[src/rtl/cochlea_chan_ctrl_if.sv]
// Event stream between the cochlea controller and its consumer.
// The producer holds an entry on ev_data while ev_valid is high; the consumer
// pops the head by asserting ev_ready.
interface cochlea_chan_ctrl_if #(
    parameter int TS_W = 16
);
    logic                ev_valid;
    logic                ev_ready;
    logic [3+1+TS_W-1:0] ev_data;

    modport master (output ev_valid, output ev_data, input ev_ready);
    modport slave  (input ev_valid, input ev_data, output ev_ready);
endinterface

[src/rtl/cochlea_chan_ctrl.sv]
// cochlea_chan_ctrl: digital side of the 8-channel analog cochlea core.
// Generates the channel clocks (cclk, div2, lo), captures each channel's
// comparator decision on its event clock, and turns polarity changes into
// timestamped events queued in a small FIFO.
module cochlea_chan_ctrl #(
    parameter int N_CH       = 8,
    parameter int DIV_W      = 8,
    parameter int TS_W       = 16,
    parameter int FIFO_DEPTH = 8,
    parameter int Q_PHASE    = 0
) (
    input  logic                clk,
    input  logic                rst_n,
    input  logic                en,
    input  logic [DIV_W-1:0]    div_val,
    input  logic [N_CH-1:0]     high_buf,
    input  logic [N_CH-1:0]     phi1b_dig,
    output logic [N_CH-1:0]     cclk,
    output logic [N_CH-1:0]     div2,
    output logic [N_CH-1:0]     lo,
    output logic [N_CH-1:0]     fb1,
    cochlea_chan_ctrl_if.master ev,
    output logic                ovf,
    input  logic                ovf_clr
);
    localparam int CH_W  = 3;
    localparam int EV_W  = CH_W + 1 + TS_W;
    localparam int PTR_W = $clog2(FIFO_DEPTH);

    // ---------------- clock generation ----------------
    logic [DIV_W-1:0] presc_q, div_q;
    logic             cclk_q, div2_q, lo_q;
    logic [1:0]       phase_q, phase_nxt;
    logic             lo_nxt;

    assign phase_nxt = phase_q + 2'd1;
    assign lo_nxt    = (Q_PHASE != 0) ? (phase_nxt[1] ^ phase_nxt[0]) : phase_nxt[1];

    // Prescaler, cclk toggle, and phase/div2/lo advance on each cclk rising toggle.
    // NOTE: sequential state uses non-blocking assignments so every flop samples pre-edge values.
    always_ff @(posedge clk or negedge rst_n) begin
        if (!rst_n) begin
            presc_q <= '0;
            div_q   <= '0;
            cclk_q  <= 1'b0;
            div2_q  <= 1'b0;
            lo_q    <= 1'b0;
            phase_q <= '0;
        end else if (!en) begin
            presc_q <= '0;
            div_q   <= div_val;
            cclk_q  <= 1'b0;
            div2_q  <= 1'b0;
            lo_q    <= 1'b0;
            phase_q <= '0;
        end else if (presc_q == div_q) begin
            presc_q <= '0;
            div_q   <= div_val;
            cclk_q  <= ~cclk_q;
            if (!cclk_q) begin
                phase_q <= phase_nxt;
                div2_q  <= ~div2_q;
                lo_q    <= lo_nxt;
            end
        end else begin
            presc_q <= presc_q + DIV_W'(1);
        end
    end

    assign cclk = {N_CH{cclk_q}};
    assign div2 = {N_CH{div2_q}};
    assign lo   = {N_CH{lo_q}};

    // ---------------- timestamp ----------------
    logic [TS_W-1:0] ts_q;

    // Free-running timestamp, frozen while disabled.
    always_ff @(posedge clk or negedge rst_n) begin
        if (!rst_n)  ts_q <= '0;
        else if (en) ts_q <= ts_q + TS_W'(1);
    end

    // ---------------- synchronizers and edge detect ----------------
    logic [N_CH-1:0] hb_s1_q, hb_s2_q, phi_s1_q, phi_s2_q, phi_s3_q;
    logic [N_CH-1:0] phi_rise, new_ev, fb1_q;

    // Two-flop synchronizers plus a delayed phi copy for rising-edge detection.
    always_ff @(posedge clk or negedge rst_n) begin
        if (!rst_n) begin
            hb_s1_q  <= '0;
            hb_s2_q  <= '0;
            phi_s1_q <= '0;
            phi_s2_q <= '0;
            phi_s3_q <= '0;
        end else begin
            hb_s1_q  <= high_buf;
            hb_s2_q  <= hb_s1_q;
            phi_s1_q <= phi1b_dig;
            phi_s2_q <= phi_s1_q;
            phi_s3_q <= phi_s2_q;
        end
    end

    assign phi_rise = en ? (phi_s2_q & ~phi_s3_q) : '0;
    assign new_ev   = phi_rise & (hb_s2_q ^ fb1_q);

    // Feedback register: latest synced comparator decision per channel.
    always_ff @(posedge clk or negedge rst_n) begin
        if (!rst_n) fb1_q <= '0;
        else        fb1_q <= (fb1_q & ~phi_rise) | (hb_s2_q & phi_rise);
    end

    assign fb1 = fb1_q;

    // ---------------- arbiter ----------------
    logic [N_CH-1:0] pend_q, pend_pol_q, push_mask;
    logic [TS_W-1:0] pend_ts_q [N_CH];
    logic [CH_W-1:0] push_ch;
    logic            pend_any, push, pop, fifo_full;
    logic [PTR_W:0]  count_q;

    // Lowest-index pending channel wins the single push slot.
    // NOTE: every always_comb output gets a default first so no latch is inferred.
    always_comb begin
        pend_any = 1'b0;
        push_ch  = '0;
        for (int i = N_CH - 1; i >= 0; i--) begin
            if (pend_q[i]) begin
                pend_any = 1'b1;
                push_ch  = CH_W'(i);
            end
        end
    end

    assign fifo_full = (count_q == (PTR_W + 1)'(FIFO_DEPTH));
    assign push      = pend_any & ~fifo_full;
    assign push_mask = push ? (N_CH'(1) << push_ch) : '0;
    assign pop       = ev.ev_ready & (count_q != '0);

    // Pending slots: a new detection overrides a same-cycle push clear.
    always_ff @(posedge clk or negedge rst_n) begin
        if (!rst_n) begin
            pend_q     <= '0;
            pend_pol_q <= '0;
            for (int i = 0; i < N_CH; i++) pend_ts_q[i] <= '0;
        end else begin
            for (int i = 0; i < N_CH; i++) begin
                if (new_ev[i]) begin
                    pend_q[i]     <= 1'b1;
                    pend_pol_q[i] <= hb_s2_q[i];
                    pend_ts_q[i]  <= ts_q;
                end else if (push_mask[i]) begin
                    pend_q[i] <= 1'b0;
                end
            end
        end
    end

    // Sticky overflow: a detection on a still-pending, not-just-pushed slot loses an event.
    always_ff @(posedge clk or negedge rst_n) begin
        if (!rst_n) ovf <= 1'b0;
        else        ovf <= (|(new_ev & pend_q & ~push_mask)) | (ovf & ~ovf_clr);
    end

    // ---------------- event FIFO ----------------
    logic [EV_W-1:0]  mem_q [FIFO_DEPTH];
    logic [PTR_W-1:0] wr_ptr_q, rd_ptr_q;

    // FIFO pointers and occupancy.
    always_ff @(posedge clk or negedge rst_n) begin
        if (!rst_n) begin
            wr_ptr_q <= '0;
            rd_ptr_q <= '0;
            count_q  <= '0;
        end else begin
            if (push) wr_ptr_q <= wr_ptr_q + PTR_W'(1);
            if (pop)  rd_ptr_q <= rd_ptr_q + PTR_W'(1);
            case ({push, pop})
                2'b10:   count_q <= count_q + (PTR_W + 1)'(1);
                2'b01:   count_q <= count_q - (PTR_W + 1)'(1);
                default: count_q <= count_q;
            endcase
        end
    end

    // Entry storage, written with the arbitrated channel's pending data.
    // NOTE: the storage array is not reset; ev_valid qualifies the head, so stale contents are never visible.
    always_ff @(posedge clk) begin
        if (push) mem_q[wr_ptr_q] <= {push_ch, pend_pol_q[push_ch], pend_ts_q[push_ch]};
    end

    assign ev.ev_valid = (count_q != '0);
    assign ev.ev_data  = ev.ev_valid ? mem_q[rd_ptr_q] : '0;
endmodule

[src/flat_wrapper.sv]
// flat-port wrapper written by rule: the top's interface ports become plain ports
module cochlea_chan_ctrl_flat 
#(
    parameter int N_CH       = 8,
    parameter int DIV_W      = 8,
    parameter int TS_W       = 16,
    parameter int FIFO_DEPTH = 8,
    parameter int Q_PHASE    = 0
)
  (clk, rst_n, en, div_val, high_buf, phi1b_dig, cclk, div2, lo, fb1, ovf, ovf_clr, ev_ev_valid, ev_ev_data, ev_ev_ready);
  cochlea_chan_ctrl_if #(.TS_W(TS_W)) ev_i ();
  input  logic clk;
  input  logic rst_n;
  input  logic en;
  input  logic [DIV_W-1:0] div_val;
  input  logic [N_CH-1:0] high_buf;
  input  logic [N_CH-1:0] phi1b_dig;
  output logic [N_CH-1:0] cclk;
  output logic [N_CH-1:0] div2;
  output logic [N_CH-1:0] lo;
  output logic [N_CH-1:0] fb1;
  output logic ovf;
  input  logic ovf_clr;
  output wire logic [$bits(ev_i.ev_valid)-1:0] ev_ev_valid;
  output wire logic [$bits(ev_i.ev_data)-1:0] ev_ev_data;
  input wire logic [$bits(ev_i.ev_ready)-1:0] ev_ev_ready;
  assign ev_ev_valid = ev_i.ev_valid;
  assign ev_ev_data = ev_i.ev_data;
  assign ev_i.ev_ready = ev_ev_ready;
  cochlea_chan_ctrl #(.N_CH(N_CH), .DIV_W(DIV_W), .TS_W(TS_W), .FIFO_DEPTH(FIFO_DEPTH), .Q_PHASE(Q_PHASE)) u_core (.clk(clk), .rst_n(rst_n), .en(en), .div_val(div_val), .high_buf(high_buf), .phi1b_dig(phi1b_dig), .cclk(cclk), .div2(div2), .lo(lo), .fb1(fb1), .ev(ev_i), .ovf(ovf), .ovf_clr(ovf_clr));
endmodule
[config.mk]
export PLATFORM = sky130hd
export DESIGN_NAME = cochlea_chan_ctrl_flat
export DESIGN_NICKNAME = d
export VERILOG_FILES = /design/src/rtl/cochlea_chan_ctrl_if.sv /design/src/rtl/cochlea_chan_ctrl.sv /design/src/flat_wrapper.sv
export SDC_FILE = /design/constraint.sdc
export NUM_CORES = 1
export LEC_CHECK = 0
export ABC_CLOCK_PERIOD_IN_PS = 5390
export CAP_MARGIN = 10
export CORE_MARGIN = 2
export CORE_UTILIZATION = 40
export DETAILED_ROUTE_END_ITERATION = 6
export HOLD_SLACK_MARGIN = 0.15
export PLACE_DENSITY = 0.67
export SLEW_MARGIN = 20
export SYNTH_ARGS = -nofsm -noshare
export SYNTH_HDL_FRONTEND = slang
export SYNTH_SLANG_ARGS = --single-unit
export TNS_END_PERCENT = 5
[constraint.sdc]
create_clock -name clk -period 5.39 [get_ports clk]
set_input_delay 1.617 -clock clk [delete_from_list [all_inputs] [get_ports clk]]
set_output_delay 1.617 -clock clk [all_outputs]
set_load 0.05 [all_outputs]
# --- Yosys cells after proc, flatten, opt, wreduce, memory -nomap -nowiden ---
# Memories as Yosys holds them, arrays and structs flattened.
# Index checks and enable logic that the tools add are counted.
# Widths: inputs -> output; s select.
classes:
  addsub: 7
  n_lt_le_gt_ge: 2
  n_eq_ne: 6
  shift: 1
  muxes: 58
  bitwise: 20
  reduce_logical: 12
op_table:
  columns: ["op", "count"]
  rows:
  - ["$and 8x8->8", 6]
  - ["$bmux 16 s3", 1]
  - ["$mux 8", 6]
  - ["$mux 1", 35]
  - ["$mux 16", 2]
  - ["$mux 3", 8]
  - ["$not 8->8", 3]
  - ["$mux 20", 1]
  - ["$reduce_bool 2->1", 9]
  - ["$add 16x1->16 const B", 1]
  - ["$add 8x1->8 const B", 1]
  - ["$eq 8x8->1", 1]
  - ["$or 8x8->8", 1]
  - ["$pmux 4 s2", 1]
  - ["$reduce_or 8->1", 1]
  - ["$shl 1x3->8 const A", 1]
  - ["$xor 8x8->8", 1]
  - ["$add 3x1->3 const B", 2]
  - ["$mux 2", 3]
  - ["$add 4x1->4 const B", 1]
  - ["$eq 4x4->1 const B", 1]
  - ["$ge 4x4->1 const B", 1]
  - ["$lt 3x4->1 const B", 1]
  - ["$not 1->1", 4]
  - ["12 further kinds", 14]
totals:
  reg_bits: 240
  ram_bits: 160
  out_inout_bits: 54
  word_cells: 148
  n_memories: 1
mem_list:
  columns: ["name", "words", "word_bits", "rd", "rd_clocked_by_memory_dff", "wr", "line_no", "rtl"]
  rows:
  - ["u_core.mem_q", 8, 20, 1, 0, 1, "cochlea_chan_ctrl.sv:166", "logic [EV_W-1:0] mem_q [FIFO_DEPTH];"]

# --- Depth between registers and ports, before layout ---
# Gate-level depths: netlist (run 1).
logic_depth:
  depth_word: 14
  depth_mapped: 12

# --- Worst setup path before layout (run 1) ---
# No wires, ideal clock.
synth_path:
  path_kind: "register to register"
  start: "register u_core.count_q[1]"
  end: "memory u_core.mem_q[0][0] (netlist bit) (enable)"
  setup_time_ns: 0.448
  arrival_ns: 3.285
  required_time_ns: 4.942
  setup_slack_ns: 1.657
  path_stages_with_launch: 7
  period_less_slack_ns: 3.733
  path_cell_list: "dfrtp_1 clkbuf_1 nor3_1 and2_0 a21oi_1 clkinv_1 nor4_1"
synth_via:
  elab_chain_cells: 5
synth_lines:
  columns: ["element", "line_no", "rtl"]
  rows:
  - ["start, declared", "cochlea_chan_ctrl.sv:120", "logic [PTR_W:0] count_q;"]
  - ["start signal, assigned", "cochlea_chan_ctrl.sv:179", "2'b10: count_q <= count_q + (PTR_W + 1)'(1);"]
  - ["start signal, assigned", "cochlea_chan_ctrl.sv:180", "2'b01: count_q <= count_q - (PTR_W + 1)'(1);"]
  - ["start signal, assigned", "cochlea_chan_ctrl.sv:181", "default: count_q <= count_q;"]
  - ["$eq 4x4->1", "cochlea_chan_ctrl.sv:135", "assign fifo_full = (count_q == (PTR_W + 1)'(FIFO_DEPTH));"]
  - ["$not 1->1", "cochlea_chan_ctrl.sv:136", "assign push = pend_any & ~fifo_full;"]
  - ["$and 1x1->1", "cochlea_chan_ctrl.sv:136", null]
  - ["$mux 1", "cochlea_chan_ctrl.sv:189", "if (push) mem_q[wr_ptr_q] <= {push_ch, pend_pol_q[push_ch], pend_ts_q[push_ch]};"]
  - ["$mux 1 (implied by the code)", "cochlea_chan_ctrl.sv:189", null]
  - ["end, declared", "cochlea_chan_ctrl.sv:166", null]
# No other way between the ends.

# --- Worst setup path in the final report (run 1) ---
layout_path:
  start: "register u_core.rd_ptr_q[0]"
  end: "output ev_ev_data[2]"
layout_via:
  elab_chain_cells: 2
layout_lines:
  columns: ["element", "line_no", "rtl"]
  rows:
  - ["start, declared", "cochlea_chan_ctrl.sv:167", "logic [PTR_W-1:0] wr_ptr_q, rd_ptr_q;"]
  - ["start signal, assigned", "cochlea_chan_ctrl.sv:177", "if (pop) rd_ptr_q <= rd_ptr_q + PTR_W'(1);"]
  - ["$mem_v2 8x20", null, null]
  - ["$mux 20", "cochlea_chan_ctrl.sv:193", "assign ev.ev_data = ev.ev_valid ? mem_q[rd_ptr_q] : '0;"]
  - ["end, declared", "flat_wrapper.sv:25", "output wire logic [$bits(ev_i.ev_data)-1:0] ev_ev_data;"]
# No other way between the ends.

==> metrics, run 1 <==
global-route wire length before repair=57,000 um; cell with the largest stage delay on the worst path=clkdlybuf4s50_1; Global Route Usage Sum=0.167; Seq/Total Area, Yosys=0.639; CTS tree=built; final-stage net count=1,230; DRC=0; clock skew=0.0332 ns; largest net degree at the start of global routing=132; outcome=completed; Routed Antenna Nets=0; Register Area=0.0108 mm2; FF+latch count, synth=399; Reg clk slew, reported paths=0.06 ns; GRT busiest layer=met2; port bufs=82; synth warn=0; residual overflow from global routing=0; TritonCTS Buffers=43; Post-synth EDFFs=160; area of the die=0.0439 mm2; Synth area leader=dfrtp_1; Area Growth Syn to Fin=15.4%; H-tree Lvls=2; met3 Use GR=0.0367; vias after detailed routing=9,516; Die X=209 um; grt met1 use=0.214; synth top area cells=dfrtp_1 (35%), edfxtp_1 (28%), mux2_2 (9.9%), mux4_2 (5.3%), xnor2_1 (1.8%); Filler Cells Inserted=3,652; number of diodes=0; Routed WL=35,600 um; row cnt=75; asr flop ratio synth=0.599; Most used DFF post-synth=dfrtp_1; setup bufs post-CTS=0; initial antenna violation count=0; Max Slew Vio Count=0; CTS root buffer=clkbuf_16; relative slew slack=0.279; area of the multi-input gates=0.00555 mm2; max-capacitance violation count=0; final hold vios=0; Post-Syn Nets=1,168; Crit path max-delay family=buffers and inverters; Worst EP arrival=2.85 ns; PD cells=598 mW/mm2; Post-Synthesis Cell Area=0.0169 mm2; Core Area=0.0419 mm2; layout cells sized above 1=0.256; post-CTS sizing=0; Syn Inst Count=1,132; latest clock arrival within the worst-skew pair=0.58 ns; IO Count=83; Post-Syn Area per Cell=14.9 um2; Slew @ Worst Pin=1.08 ns; vias in the first global route=10,100; CP max stage delay=0.71 ns; RD Place Congestion=0.806; CTS max path bufs=3; Buf/Inv on CP=2; vias per cell=5.39; peak supply drop=0.325 mV; Post-DP HPWL=21,000 um; Max Clk Rate=0.224 GHz; die height=209 um; met2 GRT Util=0.287; Final min period=4.47 ns; Worst setup EP type=output port; Yosys top cell area share=0.354; Initial Utilization=0.403; # setup viols final=0; DR pass1 iterations=5; Sink Count=399; Worst Path Required=3.77 ns; setup TNS=0 ns; Hold Path Class=register to register; crit start category=register; CTS Hold Bufs=0; crit-path max FO=22; final core occ=0.466; Netlist cell types=64; routed len/inst=20.2 um; leakage=7.88 nW; fin crit share=0.829; critical path class=register to output port; crit-path cells=buf_4 -> mux4_2 -> mux2i_1 -> nor2_1 -> clkdlybuf4s50_1; RSZ-0062 raised after global routing=no; Detailed Route Iter0 Violations=644
==> power by group <==
group,internal [W],switching (W)
registers,0.00424,0.000430
logic,0.00156,0.00259
clock network,0.00165,0.00118
==> flip-flops by register name, indices dropped and copies added (netlist names), 8 cells and up, named ones only <==
signal	cells
u_core.div_q	8
u_core.hb_s1_q	8
u_core.hb_s2_q	8
u_core.mem_q	160
u_core.pend_pol_q	8
u_core.pend_q	8
u_core.pend_ts_q	128
u_core.phi_s1_q	8
u_core.phi_s2_q	8
u_core.phi_s3_q	8
u_core.presc_q	8
u_core.ts_q	16
==> metal layers <==
metal  share of wire  vias to the layer above  routed length (um)
met1            0.43                     4916               15400
met2            0.49                      233               17600
li1                -                     4308                   -
met4           0.021                        0                 738
met5               0                        -                   0
met3           0.052                       59                1870
==> worst reg2reg max path, delay by kind of cell (launching register included) <==
kind,cells,cell delay (ns)
AND/OR/NAND/NOR,2,0.80
flip-flops,1,0.62
buffers and inverters,1,0.69
AO/OA/AOI/OAI,3,1.14
==> cells in the final DEF, fill, tap and decap left out, drive strengths merged, types with 10 or more instances in the layout <==
master,n
and2,13
a221oi,23
edfxtp,160
a21oi,34
clkinv,11
mux2,148
clkdlybuf4s50,81
dfrtp,239
clkbuf,65
a21o,13
nand3b,18
nand3,11
mux2i,20
o21ai,33
xnor2,35
xor2,14
buf,28
mux4,40
nor3b,12
or3,10
inv,15
nand2,43
nor2,57
nor3,10
==> cell families after synthesis <==
| group | after synthesis | share of synthesized area |
|---|---|---|
| mux | 208 | 0.164 |
| fa+ha+maj | 7 | 0.00519 |
| buf+inv | 108 | 0.0352 |
| compound gates | 151 | 0.0645 |
| flops | 399 | 0.639 |
| xor+xnor | 49 | 0.0254 |
| simple gates | 210 | 0.0672 |
==> cell usage after synthesis (13+ instances only) <==
cell      instances
o21ai_0          33
nor2_1           56
edfxtp_1        160
xnor2_1          35
a221oi_1         20
a21oi_1          34
nand2_1          42
buf_4            27
nand3b_1         18
mux2_2          148
buf_2            20
mux2i_1          20
inv_1            13
a21o_1           13
dfrtp_1         239
xor2_1           14
mux4_2           40
clkbuf_1         31
==> final timing paths <==
check	startpoint	endpoint	slack, ns	cells after the start
hold / removal	u_core.hb_s1_q[1]$_DFF_PN0_	u_core.hb_s2_q[1]$_DFF_PN0_	0.34	0
min in group asynchronous	rst_n	u_core.pend_ts_q[41]$_DFFE_PN0P_	0.95	1
hold reg to reg	u_core.hb_s1_q[1]$_DFF_PN0_	u_core.hb_s2_q[1]$_DFF_PN0_	0.34	0
max in group asynchronous	rst_n	u_core.rd_ptr_q[0]$_DFFE_PN0P_	3.33	2
setup / recovery	u_core.rd_ptr_q[0]$_DFFE_PN0P_	ev_ev_data[2]	0.92	5
setup reg to reg	u_core.pend_q[1]$_DFFE_PN0P_	u_core.mem_q[4][16]$_DFFE_PP_	1.79	6
==> final cells by class <==
cell class              count  area share
clock inverters            11     0.00481
flip-flops and latches    399       0.553
multi-input cells         625       0.285
clock buffers              65      0.0659
repair buffers            109      0.0534
inverters                  16     0.00308
well taps                 539      0.0346
==> through the flow <==
stage / setup slack (ns) / std cells / cell area, um2 / power, W / hold slack, ns
global placement: 1.36 / 1688 / 18100 / 0.00877 / 0.332
finish: 0.923 / 1764 / 19500 / 0.0116 / 0.344
global route: 0.750 / 1764 / 19500 / 0.0123 / 0.351
CTS: 0.844 / 1764 / 19500 / 0.0118 / 0.344
floorplan: 1.66 / 1132 / 16900 / 0.00757 / 0.331
detailed placement: 1.31 / 1688 / 18100 / 0.00890 / 0.335
(Power assumes the default switching activity.)
==> run 2: changes to the inputs <==
ABC_CLOCK_PERIOD_IN_PS = 3720   (was 5390)
PLACE_DENSITY = 0.69   (was 0.67)
clock period = 3.72 ns   (was 5.39 ns; I/O delays follow)
==> metrics, run 2 (synthesis gave the netlist of run 1 again) <==
outcome=completed; DRC=0 (unchanged); residual overflow from global routing=0 (unchanged); Register Area=0.0108 mm2 (unchanged); RD Place Congestion=0.820 (+1.7%); max-capacitance violation count=0 (unchanged); most common cell after layout, fill and taps aside=dfrtp_1; Worst EP arrival=2.28 ns (-0.57 ns); Post-DP HPWL=22,000 um (+4.4%); area of the die=0.0439 mm2 (unchanged); latest clock arrival within the worst-skew pair=0.55 ns (-0.03 ns); largest net degree at the start of global routing=102 (-23%); vias after detailed routing=9,560 (+0.46%); final hold vios=0 (unchanged); Hold Slack=0.346 ns (+0.00198 ns); CTS root buffer=clkbuf_16; clock skew=0.0199 ns (-0.0133 ns); leakage=8.09 nW (+2.7%); RSZ-0062 raised after global routing=no; setup TNS=0 ns (unchanged); initial antenna violation count=0 (unchanged); Worst setup EP type=output port; routed len/inst=19.6 um (-2.9%); total power=0.0177 W (+52%); fin crit share=0.913; final-stage net count=1,248 (+1.5%); CTS tree=built; die height=209 um (unchanged); global-route wire length before repair=56,400 um (-0.99%); Setup WS post-layout=0.323 ns (-0.600 ns); H-tree Lvls=2 (unchanged); critical path class=register to output port; Worst Path Required=2.60 ns (-1.17 ns); DR pass1 iterations=7 (+2); crit start category=register; Hold Path Class=register to register; post-place setup slack=0.422 ns (-0.884 ns); biggest regs=u_core.mem_q (160), u_core.pend_ts_q (128), u_core.ts_q (16); Max Slew Vio Count=0 (unchanged); Routed WL=35,000 um (-1.8%); Reg clk slew, reported paths=0.06 ns (about the same); number of diodes=0 (unchanged); relative slew slack=0.263 (-0.0156); Most flops, register=u_core.mem_q; TritonCTS Buffers=42 (-2.3%); Initial Utilization=0.403 (unchanged); vias in the first global route=9,945 (-1.2%); Final min period=3.40 ns; setup bufs post-CTS=0 (unchanged); Routed Antenna Nets=0 (unchanged); final core occ=0.474 (+0.00849); Max Clk Rate=0.294 GHz; Core Area=0.0419 mm2 (unchanged); Slew @ Worst Pin=1.10 ns (+0.0150 ns); CTS max path bufs=3 (unchanged); row cnt=75 (unchanged); Detailed Route Iter0 Violations=687 (+6.7%); post-CTS sizing=0 (unchanged); Die X=209 um (unchanged); Global Route Usage Sum=0.164 (-0.00325); layout cells sized above 1=0.284 (+0.0272); area of the multi-input gates=0.00556 mm2 (+0.11%); Sink Count=399 (unchanged); PD cells=890 mW/mm2 (+49%); crit-path max FO=15 (-32%); CTS Hold Bufs=0 (unchanged); Filler Cells Inserted=3,596 (-1.5%); vias per cell=5.36 (-0.66%); most frequent cells in the layout=dfrtp_1 (238), edfxtp_1 (160), mux2_2 (148); peak supply drop=0.565 mV (+74%); Area Growth Syn to Fin=17.5%; # setup viols final=0 (unchanged); IO Count=83 (unchanged); reg-to-reg setup timing slack=0.46 ns (-1.33 ns); port bufs=82 (unchanged); max reg flops=160 (unchanged)
-- run 2: cell types whose count changed in the layout (fill, tap and decap cells not counted), sizes merged --
cell           previous run  this run
buf                      28        67
bufinv                    0         3
clkbuf                   65        57
clkdlybuf4s50            81        61
clkinv                   11        15
inv                      15        17
-- run 2: worst paths after layout --
| check | to | cells past startpoint | from |
|---|---|---|---|
| max reg2reg | u_core.mem_q[3][15]$_DFFE_PP_ | 7 | u_core.pend_q[3]$_DFFE_PN0P_ |
| min | u_core.hb_s2_q[4]$_DFF_PN0_ | 0 | u_core.hb_s1_q[4]$_DFF_PN0_ |
| max | ev_ev_data[0] | 5 | u_core.rd_ptr_q[0]$_DFFE_PN0P_ |
| min in group asynchronous | u_core.pend_ts_q[61]$_DFFE_PN0P_ | 1 | rst_n |
| max in group asynchronous | u_core.phase_q[1]$_DFFE_PN0P_ | 2 | rst_n |
| min reg2reg | u_core.hb_s2_q[4]$_DFF_PN0_ | 0 | u_core.hb_s1_q[4]$_DFF_PN0_ |
-- run 2: area by class of cell --
cell class              count  area share
multi-input cells         625       0.280
repair buffers            128      0.0697
well taps                 539      0.0340
clock inverters            20     0.00971
clock buffers              57      0.0600
inverters                  16     0.00303
flip-flops and latches    399       0.543
-- run 2: stage by stage --
| step | std cells | instance area [um2] |
|---|---|---|
| final | 1784 | 19800 |
| after global routing | 1784 | 19800 |
| after CTS | 1784 | 19800 |
| after detailed placement | 1707 | 18500 |
| after global placement | 1707 | 18500 |
| after floorplan | 1132 | 16900 |
-- run 2: worst max-delay path, cell delays in order, from the launching register on --
cell and delay [ns]:
dfrtp_2 0.39, buf_4 0.31, mux4_2 0.55, mux2i_1 0.21
nor2_1 0.11, buf_12 0.16
-- run 2: report_power, final --
part           switching [W]  total (W)  internal [W]
clock                0.00168    0.00414       0.00246
combinational        0.00392    0.00680       0.00288
sequential          0.000583    0.00673       0.00614
total                0.00619     0.0177        0.0115
-- run 2: per-layer routing --
metal,GRT usage,up-vias,share of wire
met5,0,-,0
met3,0.0256,54,0.047
met4,0.0416,0,0.016
li1,-,4345,-
met2,0.274,240,0.49
met1,0.225,4921,0.44
==> run 3: changes to the inputs <==
CORE_UTILIZATION = 54   (was 40)
PLACE_DENSITY = 0.86   (was 0.69)
==> metrics, run 3 (synthesis gave the netlist of run 1 again) <==
outcome=completed; # setup viols final=0 (unchanged); post-CTS sizing=0 (unchanged); H-tree Lvls=2 (unchanged); Worst Path Required=2.60 ns (about the same); initial antenna violation count=0 (unchanged); Sw Share=0.353 (+0.00245); Crit path max-delay family=buffers and inverters; Global Route Usage Sum=0.232 (+0.0683); NetSw=0.00628 W (+1.5%); IO Count=83 (unchanged); residual overflow from global routing=0 (unchanged); final-stage net count=1,243 (-0.40%); CTS root buffer=clkbuf_16; relative slew slack=0.286 (+0.0230); Area Growth Syn to Fin=16.4%; Int Pwr=0.0115 W (+0.41%); most frequent cells in the layout=dfrtp_1 (238), edfxtp_1 (160), mux2_2 (148); Routed WL=37,000 um (+5.7%); biggest regs=u_core.mem_q (160), u_core.pend_ts_q (128), u_core.ts_q (16); most common cell after layout, fill and taps aside=dfrtp_1; Combinational Power Share=0.385 (about the same); clock skew=0.0273 ns (+0.00737 ns); Die X=181 um (-14%); number of diodes=0 (unchanged); row cnt=64 (-15%); port bufs=82 (unchanged); vias after detailed routing=9,998 (+4.6%); Final min period=3.50 ns (+0.102 ns); vias in the first global route=10,700 (+7.6%); Max Clk Rate=0.286 GHz (-2.9%); Reg clk slew, reported paths=0.06 ns (about the same); CP Launch Point=u_core.count_q[1]$_DFFE_PN0P_; fin crit share=0.940 (+0.0274); Sequential Power Share=0.383 (+0.002); Reg2Reg Depth=6 (-1); PD cells=906 mW/mm2 (+1.7%); vias per cell=6.12 (+14%); CTS tree=built; Setup WS post-layout=0.221 ns (-0.102 ns); setup TNS=0 ns (unchanged); reg2reg start=u_core.pend_q[2]$_DFFE_PN0P_; CTS max path bufs=3 (unchanged); RSZ-0062 raised after global routing=no; setup bufs post-CTS=0 (unchanged); Most flops, register=u_core.mem_q; Filler Cells Inserted=2,032 (-43%); Core Area=0.0307 mm2 (-27%); Worst setup EP type=output port; Slew @ Worst Pin=1.06 ns (-0.0343 ns); CTS Hold Bufs=0 (unchanged); global-route wire length before repair=59,800 um (+6.0%); Detailed Route Iter0 Violations=898 (+31%); RD Place Congestion=0.867 (+5.7%); area of the die=0.0327 mm2 (-25%); Worst Setup EP=ev_ev_valid; latest clock arrival within the worst-skew pair=0.54 ns (about the same); Sink Count=399 (unchanged); TritonCTS Buffers=40 (-4.8%); Clock power frac=0.232 (-0.002); CP max stage delay=0.72 ns (+0.17 ns); stages on the worst setup path=3 (-2); Worst EP arrival=2.38 ns (+0.10 ns); crit-path max FO=7 (-8); reg-to-reg setup timing slack=0.53 ns (+0.07 ns); final hold vios=0 (unchanged); largest net degree at the start of global routing=86 (-16%); cell with the largest stage delay on the worst path=clkdlybuf4s50_1; DR pass1 iterations=5 (-2); Hold Path Class=register to register; layout cells sized above 1=0.276 (-0.00706); post-place setup slack=0.323 ns (-0.0986 ns); Buf/Inv on CP=2 (unchanged); max-capacitance violation count=0 (unchanged); max reg flops=160 (unchanged); worst r2r dst=u_core.mem_q[1][13]$_DFFE_PP_; DRC=0 (unchanged); peak supply drop=0.497 mV (-12%); critical path class=register to output port; crit-path cells=nor4_2 -> inv_1 -> clkdlybuf4s50_1; leakage=8.08 nW (-0.23%); Max Slew Vio Count=0 (unchanged); die height=181 um (-14%); Post-DP HPWL=22,500 um (+2.4%); crit start category=register; Routed Antenna Nets=0 (unchanged); routed len/inst=22.6 um (+15%); Initial Utilization=0.551 (+0.147)
run 3: cell count changes in the layout (fill, tap and decap cells not counted), sizes merged:
cell / change
clkbuf: +1
clkinv: -5
clkinvlp: -1
inv: -1
buf: -3
bufinv: +1
run 3: power by group through the flow:
stage	sequential (W)	combinational (W)	clock, W
2_1_floorplan	0.00659	0.00438	0
6_report	0.00682	0.00686	0.00412
3_3_place_gp	0.00674	0.00662	0
5_1_grt	0.00692	0.00730	0.00436
3_5_place_dp	0.00686	0.00682	0
4_1_cts	0.00681	0.00688	0.00417
run 3: through the flow:
step	total power [W]	cell area [um2]	util	hold WS, ns	instances
floorplan	0.0110	16900	-	0.331	1132
global placement	0.0134	18300	0.597	0.333	1561
detailed placement	0.0137	18300	0.597	0.336	1561
CTS	0.0179	19700	0.641	0.348	1633
global route	0.0186	19700	0.641	0.354	1633
finish	0.0178	19700	0.641	0.347	1633
run 3: worst min path at each step:
stage                                       startpoint                           end  slack (ns)  cells after the start
final                     u_core.phi_s1_q[2]$_DFF_PN0_  u_core.phi_s2_q[2]$_DFF_PN0_        0.35                      0
after global routing       u_core.hb_s1_q[7]$_DFF_PN0_   u_core.hb_s2_q[7]$_DFF_PN0_        0.35                      0
after CTS                 u_core.phi_s1_q[2]$_DFF_PN0_  u_core.phi_s2_q[2]$_DFF_PN0_        0.35                      0
after detailed placement  u_core.phi_s1_q[5]$_DFF_PN0_  u_core.phi_s2_q[5]$_DFF_PN0_        0.34                      0
after global placement    u_core.phi_s1_q[5]$_DFF_PN0_  u_core.phi_s2_q[5]$_DFF_PN0_        0.33                      0
after floorplan            u_core.hb_s1_q[0]$_DFF_PN0_   u_core.hb_s2_q[0]$_DFF_PN0_        0.33                      0
run 3: area by class of cell:
cell class | instances | area [um2] | area share
Clock buffer | 58 | 1180 | 0.0601
Clock inverter | 14 | 183 | 0.00929
Inverter | 16 | 60.1 | 0.00305
Multi-Input combinational cell | 625 | 5560 | 0.283
Sequential cell | 399 | 10800 | 0.549
Tap cell | 396 | 495 | 0.0252
Timing Repair Buffer | 125 | 1400 | 0.0711
run 3: metal layers:
metal,vias up,wire [um],GRT usage,share of wire
met2,411,19100,0.403,0.52
met1,5167,14800,0.303,0.40
met5,-,0,0,0
met3,87,1980,0.0312,0.053
met4,0,1050,0.0774,0.028
li1,4333,-,-,-
